--- config.mk ---
export PLATFORM = sky130hd
export DESIGN_NAME = sram_arbiter
export DESIGN_NICKNAME = d
export VERILOG_FILES = /design/src/rtl/sram_pkg.sv /design/src/rtl/rr_arbiter.sv /design/src/rtl/sram_arbiter.sv
export SDC_FILE = /design/constraint.sdc
export NUM_CORES = 1
export LEC_CHECK = 0
export BUFFER_PORTS_ARGS = -buffer_cell sky130_fd_sc_hd__buf_4
export CAP_MARGIN = 0
export CELL_PAD_IN_SITES_DETAIL_PLACEMENT = 1
export CELL_PAD_IN_SITES_GLOBAL_PLACEMENT = 2
export CORE_ASPECT_RATIO = 0.7
export CORE_UTILIZATION = 27
export CTS_BUF_LIST = sky130_fd_sc_hd__clkbuf_4 sky130_fd_sc_hd__clkbuf_8
export DETAILED_ROUTE_END_ITERATION = 8
export PLACE_DENSITY_LB_ADDON = 0.12
export SLEW_MARGIN = 20
export SYNTH_ARGS = -nofsm -noshare
export SYNTH_HDL_FRONTEND = slang
export SYNTH_SLANG_ARGS = --single-unit
--- constraint.sdc ---
create_clock -name clock -period 4.25 [get_ports clock]
set_clock_uncertainty 0.1 [all_clocks]
set_input_delay 0.85 -clock clock [delete_from_list [all_inputs] [get_ports clock]]
set_output_delay 0.85 -clock clock [all_outputs]
set_load 0.01 [all_outputs]
--- src/rtl/sram_pkg.sv ---
// Shared constants and the read-return tag carried alongside each SRAM access.
package sram_pkg;

  localparam int SRAM_ADDR_W       = 18;
  localparam int SRAM_DATA_W       = 32;
  localparam int SRAM_READ_LATENCY = 4;
  localparam int SRAM_MASK_W       = 4;
  localparam int SRAM_ID_W         = 2;

  typedef struct packed {
    logic                 is_read;
    logic [SRAM_ID_W-1:0] id;
  } sram_tag_t;

  localparam int SRAM_TAG_W = $bits(sram_tag_t);

  function automatic logic [SRAM_ID_W-1:0] next_ptr(input logic [SRAM_ID_W-1:0] id,
                                                    input int n);
    return (int'(id) == n - 1) ? '0 : id + 2'd1;
  endfunction

endpackage

--- src/rtl/rr_arbiter.sv ---
// Combinational round-robin arbiter: first requester at or above ptr (wrapping) wins.
module rr_arbiter
  import sram_pkg::*;
#(
  parameter int NUM_REQ = 2
) (
  input  logic [NUM_REQ-1:0]   req,
  input  logic [SRAM_ID_W-1:0] ptr,
  output logic [NUM_REQ-1:0]   grant,
  output logic [SRAM_ID_W-1:0] grant_id,
  output logic                 grant_any
);

  always_comb begin
    grant     = '0;
    grant_id  = '0;
    grant_any = 1'b0;
    for (int off = 0; off < NUM_REQ; off++) begin
      for (int i = 0; i < NUM_REQ; i++) begin
        if (!grant_any && req[i] && (i == (int'(ptr) + off) % NUM_REQ)) begin
          grant[i]  = 1'b1;
          grant_id  = SRAM_ID_W'(i);
          grant_any = 1'b1;
        end
      end
    end
  end

endmodule

--- src/rtl/sram_arbiter.sv ---
// Round-robin front end for the ZBT SRAM controller with in-order, tag-steered read return.
module sram_arbiter
  import sram_pkg::*;
#(
  parameter int NUM_REQ      = 2,
  parameter int ADDR_W       = SRAM_ADDR_W,
  parameter int DATA_W       = SRAM_DATA_W,
  parameter int READ_LATENCY = SRAM_READ_LATENCY
) (
  input  logic                      clock,
  input  logic                      reset,
  input  logic [NUM_REQ-1:0]        req_valid,
  output logic [NUM_REQ-1:0]        req_ready,
  input  logic [NUM_REQ*ADDR_W-1:0] req_addr,
  input  logic [NUM_REQ*DATA_W-1:0] req_wdata,
  input  logic [NUM_REQ*4-1:0]      req_wmask,
  output logic [NUM_REQ-1:0]        rsp_valid,
  output logic [DATA_W-1:0]         rsp_data,
  output logic                      sram_addr_valid,
  input  logic                      sram_ready,
  output logic [ADDR_W-1:0]         sram_addr,
  output logic [DATA_W-1:0]         sram_wdata,
  output logic [3:0]                sram_wmask,
  input  logic [DATA_W-1:0]         sram_rdata,
  input  logic                      sram_rvalid,
  output logic                      rsp_err
);

  // Handshake: a request transfers on a cycle where req_valid[i] & req_ready[i];
  // until then the requester holds addr/wdata/wmask stable. req_ready is at most
  // one-hot and only asserted while the controller reports sram_ready.
  logic [SRAM_ID_W-1:0] rr_ptr_q;
  logic [SRAM_ID_W-1:0] sram_id_q;
  logic [SRAM_ID_W-1:0] grant_id;
  logic                 grant_any;
  logic [NUM_REQ-1:0]   grant;
  logic [NUM_REQ-1:0]   arb_req;

  logic [ADDR_W-1:0]    sel_addr;
  logic [DATA_W-1:0]    sel_wdata;
  logic [3:0]           sel_wmask;

  sram_tag_t            tag_q [READ_LATENCY];
  sram_tag_t            push_tag;
  sram_tag_t            head;
  logic                 rsp_hit;
  logic [NUM_REQ-1:0]   rsp_valid_d;

  assign arb_req   = req_valid & {NUM_REQ{sram_ready & ~reset}};
  assign req_ready = grant;

  rr_arbiter #(
    .NUM_REQ (NUM_REQ)
  ) u_rr_arbiter (
    .req       (arb_req),
    .ptr       (rr_ptr_q),
    .grant     (grant),
    .grant_id  (grant_id),
    .grant_any (grant_any)
  );

  always_comb begin
    sel_addr  = '0;
    sel_wdata = '0;
    sel_wmask = '0;
    for (int i = 0; i < NUM_REQ; i++) begin
      if (grant[i]) begin
        sel_addr  = req_addr[i*ADDR_W +: ADDR_W];
        sel_wdata = req_wdata[i*DATA_W +: DATA_W];
        sel_wmask = req_wmask[i*4 +: 4];
      end
    end
  end

  // Address and write data hold when idle; only valid and mask return to zero.
  always_ff @(posedge clock or posedge reset) begin
    if (reset) begin
      rr_ptr_q        <= '0;
      sram_id_q       <= '0;
      sram_addr_valid <= 1'b0;
      sram_addr       <= '0;
      sram_wdata      <= '0;
      sram_wmask      <= '0;
    end else if (grant_any) begin
      rr_ptr_q        <= next_ptr(grant_id, NUM_REQ);
      sram_id_q       <= grant_id;
      sram_addr_valid <= 1'b1;
      sram_addr       <= sel_addr;
      sram_wdata      <= sel_wdata;
      sram_wmask      <= sel_wmask;
    end else begin
      sram_addr_valid <= 1'b0;
      sram_wmask      <= '0;
    end
  end

  // Idle cycles push an all-zero bubble so the head lines up with sram_rvalid.
  always_comb begin
    push_tag         = '0;
    push_tag.is_read = sram_addr_valid && (sram_wmask == 4'h0);
    push_tag.id      = sram_addr_valid ? sram_id_q : '0;
  end

  assign head = tag_q[READ_LATENCY-1];

  always_ff @(posedge clock or posedge reset) begin
    if (reset) begin
      for (int i = 0; i < READ_LATENCY; i++) tag_q[i] <= '0;
    end else begin
      tag_q[0] <= push_tag;
      for (int i = 1; i < READ_LATENCY; i++) tag_q[i] <= tag_q[i-1];
    end
  end

  assign rsp_hit = sram_rvalid && head.is_read;

  always_comb begin
    rsp_valid_d = '0;
    for (int i = 0; i < NUM_REQ; i++) begin
      rsp_valid_d[i] = rsp_hit && (head.id == SRAM_ID_W'(i));
    end
  end

  // A return without a read tag, or a read tag without a return, is dropped and flagged.
  always_ff @(posedge clock or posedge reset) begin
    if (reset) begin
      rsp_valid <= '0;
      rsp_data  <= '0;
      rsp_err   <= 1'b0;
    end else begin
      rsp_valid <= rsp_valid_d;
      if (rsp_hit) rsp_data <= sram_rdata;
      if (sram_rvalid != head.is_read) rsp_err <= 1'b1;
    end
  end

endmodule

==> impl_metrics.py <==
metrics = {
    "grt": {
        "grt_overflow_total": 0,
        "use_met3_pct": 5.57,
        "grt_pass1_vias": 3517,
        "busiest_layer": "met2",
        "globalRouteMet2Util_pct": 27.0,
        "grt_pass1_wl_um": 20300,
        "grt_max_degree": 55,
        "grt_antenna_before_repair": 0,
        "met1_usage_pct": 23.1,
        "grt_usage_pct": 17.3,
    },
    "sta": {
        "fin_crit_ps": 3070,
        "fin_tns_setup_ps": 0,
        "post-route-period-util_pct": 72.1,
        "worstMarginPinSlew_ps": 846,
        "slew_headroom_pct": 43.5,
        "whs_ps": 258,
        "setup_viol": 0,
        "fmax_mhz": 326,
        "finalMaxSlewViolations": 0,
        "hold_viol_final": 0,
        "rsz0062_at_grt": "no",
    },
    "clock_network": {
        "cts_tree": "yes",
        "htreeDepth": 3,
        "clkSinkCount": 100,
        "post_cts_resized": 0,
        "hold_buffers": 0,
        "numCtsBuffers": 9,
        "cts_root_buffer": "clkbuf_8",
        "postCtsSetupBuffers": 0,
        "clkSlewWorstSetupHoldPaths_ps": 90,
        "clock_latency_ps": 360,
        "clockBufferDepth": 2,
    },
    "detailed_routing": {
        "first_iter_violations": 100,
        "vias_per_cell": 4.71,
        "via_count": 3324,
        "routed_wl_um": 13200,
        "ant_nets": 0,
        "drc": 0,
        "wire_per_inst_um": 18.7,
        "dr.pass1.iters": 4,
    },
    "synth": {
        "synth_common_cells": "dfrtp_1 (100), and3_1 (51), a221o_1 (50)",
        "synth_edf_count": 0,
        "synth_ff_type": "dfrtp_1",
        "syn-cell-area_um2": 4040,
        "synth_warnings": 0,
        "synth.most_common_cell": "dfrtp_1",
        "synthTopCellsByArea": "dfrtp_1 (62%), a221o_1 (12%), mux2_2 (8.9%)",
        "ys_types": 22,
        "synth_top_area_share_pct": 62.0,
        "synth_largest_area_cell": "dfrtp_1",
        "ys_seq_elements": 100,
        "syn_nets": 430,
        "synth_area_per_cell_um2": 14.3,
        "netlist_instances": 283,
        "synth-seq-area-share_pct": 62.0,
        "async_flop_share_pct": 100,
    },
    "job": {
        "drv_cap": 0,
    },
    "pwr": {
        "static-leakage-power_nw": 3.22,
        "pwr_density_cell_nw_per_um2": 452,
        "ir_drop_uv": 156,
    },
    "layout": {
        "area_delta_synth_final_pct": 52.7,
        "drive_above_1_share_pct": 57.6,
        "num_antenna_cells": 0,
        "stdcell_area_um2": 6160,
        "fin_nets": 658,
    },
    "setup_path": {
        "end_kind": "output port",
        "path_class": "input port to output port",
        "required_ps": 3300,
        "path_max_fanout": 28,
        "arrival_ps": 2120,
        "startpoint_type": "input port",
    },
    "worst_hold_path": {
        "min_path_type": "flop to flop",
    },
    "floorplanning": {
        "fp-row-count": 36,
        "fp.dieArea_um2": 15400,
        "initial_core_util_pct": 28.3,
        "die_h_um": 104,
        "die_x_um": 148,
        "coreArea_um2": 14200,
        "ioPinCount": 238,
    },
    "place": {
        "dp_hpwl_um": 9490,
        "gp_congestion": 0.704,
        "port_buffers": 237,
        "dpl_cell_area_um2": 5920,
    },
    "outcome": {
        "status": "finished, final reports clean",
    },
}
## cell families after synthesis
family | count (synthesis) | synth area share (%)
flip-flops | 100 | 62.0
adder cells (fa/ha/maj) | 1 | 0.310
buffers and inverters | 30 | 5.30
AND/OR/NAND/NOR | 63 | 9.77
multiplexers | 32 | 8.93
AO/OA/AOI/OAI | 57 | 13.7
## flip-flops by register name, indices dropped and copies added, names as in the netlist
register,cells
sram_wdata,32
rsp_data,32
tag_q,6
head,2
sram_id_q,1
sram_addr_valid,1
rr_ptr_q,1
rsp_err,1
sram_wmask,4
rsp_valid,2
sram_addr,18
## per-layer routing
layer  part of all wire [%]  routed length (um)
met4                   0.84                 111
met5                      0                   0
met1                     45                5930
met3                    7.3                 966
met2                     47                6160
## path summary, 6_finish.rpt
path	endpoint	depth (start not counted)	slack, ps	startpoint
min in group asynchronous	sram_wdata[23]	2	470	reset
setup / recovery	req_ready[0]	4	1180	req_valid[1]
max in group asynchronous	rsp_valid[1]	3	2760	reset
hold reg to reg	tag_q[8]	0	260	tag_q[11]
hold / removal	tag_q[8]	0	260	tag_q[11]
setup reg to reg	sram_wdata[14]	4	2200	rr_ptr_q[0]
## layout by cell type (no fill, tap or decap), types with 2 or more instances in the layout
cell type / n
bufinv_16: 3
and2_1: 4
buf_4: 244
clkbuf_8: 9
and3_1: 50
inv_1: 2
clkbuf_4: 2
a221o_1: 50
dfrtp_1: 100
a22o_1: 4
mux2_2: 32
## critical path, stage by stage
cell and delay, ps:
buf_4 130, nand2_1 620, and2_1 350, buf_4 160
## where the power goes
group          total, mW  switching (mW)  internal (mW)
Sequential          1.25           0.109           1.14
Clock              0.747           0.339          0.408
Combinational      0.787           0.320          0.467
Total               2.79           0.768           2.02
## per-stage QoR
stage	setup WS [ps]	utilization, %	power, mW	instances
finish	1180	43.3	2.79	706
global route	1100	43.3	2.94	706
CTS	1210	43.3	2.84	706
detailed placement	1210	41.6	2.07	690
global placement	1210	41.6	2.06	690
floorplan	681	-	1.59	283
## layout make-up
type / instances / area (um^2)
Tap cell: 190 / 238
Sequential cell: 100 / 2500
Clock buffer: 11 / 139
Fill cell: 1541 / 8070
Multi-Input combinational cell: 153 / 1330
Clock inverter: 5 / 108
Inverter: 3 / 13.8
Timing Repair Buffer: 244 / 1830
(Power assumes the default switching activity.)
